<file path="src/rtl/aes_pkg.sv">
// Shared AES constants and types.
//   AES_NR     : number of AES-128 rounds
//   AES_KEY_W  : key / round-key width in bits
//   AES_RCON   : round constants, indexed by round 1..10
//   aes_ks_state_e : reverse key-schedule FSM states
package aes_pkg;

  localparam logic [3:0] AES_NR    = 4'd10;
  localparam int         AES_KEY_W = 128;

  localparam logic [7:0] AES_RCON [1:10] = '{
    8'h01, 8'h02, 8'h04, 8'h08, 8'h10,
    8'h20, 8'h40, 8'h80, 8'h1b, 8'h36
  };

  typedef enum logic [0:0] {
    ST_IDLE = 1'b0,
    ST_EMIT = 1'b1
  } aes_ks_state_e;

  // Round constant lookup that stays defined (zero) outside 1..10, so the
  // XOR network never sees an out-of-range index while rk_round is 0.
  function automatic logic [7:0] aes_rcon(input logic [3:0] round);
    logic [7:0] v;
    v = 8'h00;
    for (int i = 1; i <= 10; i++) begin
      if (round == 4'(i)) begin
        v = AES_RCON[i];
      end else begin
        v = v;
      end
    end
    return v;
  endfunction

endpackage

</file>
<file path="src/rtl/aes_sbox.sv">
// Combinational forward AES S-box.
//   x : input byte
//   y : substituted byte
// Computed as the GF(2^8) multiplicative inverse followed by the AES affine
// transform, rather than a 256-entry table.
module aes_sbox (
  input  logic [7:0] x,
  output logic [7:0] y
);

  // GF(2^8) multiply modulo x^8 + x^4 + x^3 + x + 1.
  function automatic logic [7:0] gf_mul(input logic [7:0] a, input logic [7:0] b);
    logic [7:0] acc;
    logic [7:0] aa;
    logic       hi;
    acc = 8'h00;
    aa  = a;
    for (int i = 0; i < 8; i++) begin
      if (b[i]) begin
        acc = acc ^ aa;
      end else begin
        acc = acc;
      end
      hi = aa[7];
      aa = {aa[6:0], 1'b0};
      if (hi) begin
        aa = aa ^ 8'h1b;
      end else begin
        aa = aa;
      end
    end
    return acc;
  endfunction

  // Inverse as a^254 = a^(2+4+...+128); maps 0 to 0 as AES requires.
  function automatic logic [7:0] gf_inv(input logic [7:0] a);
    logic [7:0] p;
    logic [7:0] r;
    p = a;
    r = 8'h01;
    for (int i = 1; i < 8; i++) begin
      p = gf_mul(p, p);
      r = gf_mul(r, p);
    end
    return r;
  endfunction

  // Affine transform: b ^ rotl1 ^ rotl2 ^ rotl3 ^ rotl4 ^ 0x63.
  function automatic logic [7:0] affine(input logic [7:0] b);
    return b
         ^ {b[6:0], b[7]}
         ^ {b[5:0], b[7:6]}
         ^ {b[4:0], b[7:5]}
         ^ {b[3:0], b[7:4]}
         ^ 8'h63;
  endfunction

  // Substitution datapath.
  always_comb begin
    y = affine(gf_inv(x));
  end

endmodule

</file>
<file path="src/rtl/aes_inv_key_sched.sv">
// Reverse AES-128 key schedule. Loads the round-10 key and streams round
// keys 10 down to 0 under a valid/ready handshake.
//   clk, rst  : clock, synchronous active-high reset
//   start     : start request, honoured only while idle
//   last_key  : round-10 key, w[40] in [127:96]
//   rk        : current round key (same word order)
//   rk_round  : round index of rk
//   rk_valid  : rk / rk_round valid
//   rk_ready  : consumer takes rk this cycle
//   busy      : stream in progress
//   done      : one-cycle pulse after the round-0 transfer
module aes_inv_key_sched
  import aes_pkg::*;
(
  input  logic                 clk,
  input  logic                 rst,
  input  logic                 start,
  input  logic [AES_KEY_W-1:0] last_key,
  output logic [AES_KEY_W-1:0] rk,
  output logic [3:0]           rk_round,
  output logic                 rk_valid,
  input  logic                 rk_ready,
  output logic                 busy,
  output logic                 done
);

  aes_ks_state_e        state_r;
  logic [AES_KEY_W-1:0] key_r;
  logic [3:0]           round_r;
  logic                 valid_r;
  logic                 busy_r;
  logic                 done_r;

  logic [31:0]          a_s, b_s, c_s, d_s;
  logic [31:0]          ap_s, bp_s, cp_s, dp_s;
  logic [31:0]          rot_s;
  logic [31:0]          sub_s;
  logic [AES_KEY_W-1:0] prev_key_s;

  // Reverse step: undo one forward expansion round from the key register.
  always_comb begin
    a_s   = key_r[127:96];
    b_s   = key_r[95:64];
    c_s   = key_r[63:32];
    d_s   = key_r[31:0];
    dp_s  = d_s ^ c_s;
    cp_s  = c_s ^ b_s;
    bp_s  = b_s ^ a_s;
    rot_s = {dp_s[23:0], dp_s[31:24]};
    ap_s  = a_s ^ sub_s ^ {aes_rcon(round_r), 24'h000000};
    prev_key_s = {ap_s, bp_s, cp_s, dp_s};
  end

  // SubWord on the rotated recovered word d'.
  for (genvar g = 0; g < 4; g++) begin : g_subword
    aes_sbox u_sbox (
      .x(rot_s[8*g +: 8]),
      .y(sub_s[8*g +: 8])
    );
  end

  // Control FSM, key register and round counter.
  always_ff @(posedge clk) begin
    if (rst) begin
      state_r <= ST_IDLE;
      key_r   <= '0;
      round_r <= 4'd0;
      valid_r <= 1'b0;
      busy_r  <= 1'b0;
      done_r  <= 1'b0;
    end else begin
      case (state_r)
        ST_IDLE: begin
          done_r <= 1'b0;
          if (start) begin
            key_r   <= last_key;
            round_r <= AES_NR;
            valid_r <= 1'b1;
            busy_r  <= 1'b1;
            state_r <= ST_EMIT;
          end
        end
        ST_EMIT: begin
          done_r <= 1'b0;
          if (valid_r && rk_ready) begin
            if (round_r != 4'd0) begin
              key_r   <= prev_key_s;
              round_r <= round_r - 4'd1;
            end else begin
              valid_r <= 1'b0;
              busy_r  <= 1'b0;
              done_r  <= 1'b1;
              state_r <= ST_IDLE;
            end
          end
        end
        default: begin
          state_r <= ST_IDLE;
          valid_r <= 1'b0;
          busy_r  <= 1'b0;
          done_r  <= 1'b0;
        end
      endcase
    end
  end

  assign rk       = key_r;
  assign rk_round = round_r;
  assign rk_valid = valid_r;
  assign busy     = busy_r;
  assign done     = done_r;

endmodule
</file>
<file path="config.mk">
export PLATFORM = sky130hd
export DESIGN_NAME = aes_inv_key_sched
export DESIGN_NICKNAME = d
export VERILOG_FILES = /design/src/rtl/aes_pkg.sv /design/src/rtl/aes_sbox.sv /design/src/rtl/aes_inv_key_sched.sv
export SDC_FILE = /design/constraint.sdc
export NUM_CORES = 2
export LEC_CHECK = 0
export ABC_CLOCK_PERIOD_IN_PS = 18050
export CORE_ASPECT_RATIO = 2
export CORE_MARGIN = 2
export CORE_UTILIZATION = 50
export DETAILED_ROUTE_END_ITERATION = 16
export PLACE_DENSITY = 0.65
export SLEW_MARGIN = 20
export SYNTH_ARGS = -nofsm -noshare
export SYNTH_HDL_FRONTEND = slang
export SYNTH_SLANG_ARGS = --single-unit
</file>
<file path="constraint.sdc">
create_clock -name clk -period 18.05 [get_ports clk]
set_clock_uncertainty 0.15 [all_clocks]
set_input_delay 3.61 -clock clk [delete_from_list [all_inputs] [get_ports clk]]
set_output_delay 3.61 -clock clk [all_outputs]
set_load 0.05 [all_outputs]
</file>
==> summary.txt <==
Place
  – PortBufs: 266
  – Gpl congestion: 0.9331
  – Dpl hpwl: 145900 µm
  – Placed insts: 9888

Floorplanning
  – Die area: 0.1247 mm²
  – Die Height: ~500 µm
  – I/O Pins: about 270
  – Initial Util: around 50%
  – Die X: 250.7 µm
  – CORE AREA: 0.1212 mm²
  – Row count: 181

GRT
  – Grt ovf: 0
  – Tot GR Track Use: 30.46%
  – First-pass GRT wire length: 312400 µm
  – Initial antenna violation count: 8
  – Vias in the first global route: 53980
  – Largest net degree at the start of global routing: 94

CTS
  – Clock Path Buffers: 2
  – Clock Latency Late Sink: between 0.4 and 0.5 ns
  – Clock Sink Count: ~140
  – Clk slew on worst S/H paths: 0.07 ns
  – # H-tree levels: 4
  – Root Driver: clkbuf_16
  – CTS Hold Bufs: 0
  – TritonCTS clock tree: yes
  – Inserted Clock Buffers: 17

Final layout
  – Final std cells w/o fill: 9924
  – Filler cell count: between 10000 and 15000
  – Area delta synth->final: 10.31%
  – Most frequent cells in the layout: xnor2_1, nor2_1, nand2_1
  – Fin nets: between 8000 and 9000
  – Share of cells above drive strength 1: under 10%
  – Leading cell type in the layout, fill and taps excluded: xnor2_1

Synth
  – Sequential area share after synthesis: 4.440%
  – Syn Area/Cell: 7.380 µm²
  – Cell variety after synth: roughly 110
  – FF+latch count, synth: ~140
  – Ys Warns: 0
  – Asr flop ratio synth: 0%
  – Top_reg_cell synth: dfxtp_1
  – Cell count after synthesis: 8248
  – Syn nets: 8403
  – Post-synthesis cell area: a little over 0.06 mm²
  – EDFF count, synth: 0

Timing
  – Fin crit share: 94.29%
  – Hold Slack: between 0.3 and 0.4 ns
  – Fmax: 58.76 MHz
  – Slew HR: 26.22%
  – Max Slew Vio Count: 0
  – Total count of hold-check failures in the final report: 0
  – Finish-stage setup viols: 0
  – Setup Total Neg Slack: 0 ns
  – Final Critical Period: 17.02 ns
  – Slew @ Worst Pin: 1.099 ns

Worst setup path
  – CP max stage delay: 0.85 ns
  – Worst R2R Setup Slack: 1.03 ns
  – Slowest CP cell: xnor2_2
  – CP endpoint kind: flip-flop
  – Critical Path RT: 18.25 ns
  – CP delay by family, top: XOR/XNOR gates
  – Arrival time at the worst endpoint: 17.22 ns
  – Worst r2r dst: rk[122]$_SDFFE_PP0P_
  – Reg2Reg Depth: 56
  – Critical Path Source Type: flip-flop
  – Worst path bufs/invs: 7
  – Largest fanout on the critical path: 16
  – Worst flop-to-flop path startpoint: rk[55]$_SDFFE_PP0P_
  – Most used cell, CP: xnor2_1
  – WS Path Type: reg2reg

Detailed routing
  – WL per Instance: 19.83 µm
  – WL final: 196800 µm
  – Routed vias: 59210
  – Drt drc: 0
  – Avg Vias per Cell: 5.966
  – First-pass DRT Iterations: 8
  – ANT nets after route: 0
  – Initial DRC Count: 5582

Flow run
  – Total of max-cap violations: 0

Status
  – Status: completed

Hold path
  – Hold Path Origin: rk[4]$_SDFFE_PP0P_
  – Worst hold-check path type: reg2reg
  – WHS Endpoint: rk[4]$_SDFFE_PP0P_
  – WHS Path Cells: 2
## sequential cells by signal, summed over array words and instances (netlist names)
| register | cells |
|---|---|
| rk | 128 |
| rk_round | 4 |
| busy | 1 |
| done | 1 |
| state_r | 1 |
## what timing repair did
action | in CTS | in global routing
setup buffers | 0 | 2
endpoints found under the setup margin | 0 | 23
hold endpoints to repair | 0 | 0
gates resized for setup | 0 | 42
## synth_stat cells (all sizes together), types with 61 or more instances
cell type | instances | area (µm²)
xnor2 | 1644 | 15350
nor2 | 1266 | 4757
nand2 | 961 | 3612
a21oi | 519 | 2605
xor2 | 444 | 4215
o21ai | 411 | 2068
clkbuf | 382 | 1435
xnor3 | 360 | 8142
mux2i | 196 | 1966
nor3 | 183 | 935.9
nand3 | 160 | 810.8
buf | 151 | 805.8
dfxtp | 135 | 2703
o22ai | 133 | 832.1
o211ai | 85 | 643.1
inv | 83 | 311.6
a211oi | 78 | 595.6
a31oi | 64 | 400.4
a22oi | 63 | 473.0
nand2b | 61 | 381.6
## stage by stage
step	cell area (µm²)	setup WS (ns)	utilization, %
global placement	66230	0.4458	54.66
finish	67150	1.030	55.42
floorplan	60870	2.382	-
CTS	66820	0.2411	55.15
global route	67140	-0.02079	55.42
detailed placement	66230	0.3178	54.66
## per-layer routing
metal  track usage (%)  vias up  wire length (µm)
met4             5.802       12              3311
met1             44.28    28020             88700
li1                  -    28610                 -
met3             5.370      229             17330
met5                 0        -                75
met2             47.14     2344             87350
## area by class of cell
type | count | area, µm² | share of cell area [%]
multi-input combinational | 7489 | 56240 | 83.75
timing repair buffer | 620 | 5318 | 7.919
sequential | 135 | 2706 | 4.030
tap | 1555 | 1946 | 2.898
clock buffer | 19 | 464.2 | 0.6913
inverter | 91 | 344.1 | 0.5124
clock inverter | 13 | 126.4 | 0.1882
antenna | 2 | 5.005 | 0.007453
## worst reg2reg max path, delay by kind of cell (launching register included)
family                     cells  cell delay (ns)
xor gates and xnor gates      21             6.98
AOI/OAI and AO/OA             11             2.73
and+or+nand+nor                9             2.58
adders and majority gates      4             1.54
buffers and inverters          7             1.37
muxes                          4             1.18
DFF                            1             0.41
## kinds of logic (layout without fill, tap and decap cells)
kind of cell / count (synthesis) / after routing / synth area share [%]
other cells: 0 / 2 / 0
buf+inv: 624 / 743 / 4.242
xor+xnor: 2493 / 2493 / 47.28
compound gates: 1764 / 1764 / 18.49
fa+ha+maj: 28 / 28 / 0.5550
simple gates: 2953 / 2953 / 20.70
mux: 251 / 251 / 4.284
flops: 135 / 135 / 4.440
## worst max-delay path by stage
stage,from,end,slack [ns],cells after the start
2_1_floorplan,rk[23]$_SDFFE_PP0P_,rk[126]$_SDFFE_PP0P_,2.38,57
3_3_place_gp,rk[63]$_SDFFE_PP0P_,rk[100]$_SDFFE_PP0P_,0.45,50
3_5_place_dp,rk[55]$_SDFFE_PP0P_,rk[122]$_SDFFE_PP0P_,0.32,55
4_1_cts,rk[63]$_SDFFE_PP0P_,rk[100]$_SDFFE_PP0P_,0.24,52
5_1_grt,rk[63]$_SDFFE_PP0P_,rk[100]$_SDFFE_PP0P_,-0.02,52
6_report,rk[55]$_SDFFE_PP0P_,rk[122]$_SDFFE_PP0P_,1.03,56
Power is left out: the tool's default activity adds up to more than one toggle a clock period on the data nets, which glitch-free logic cannot reach.
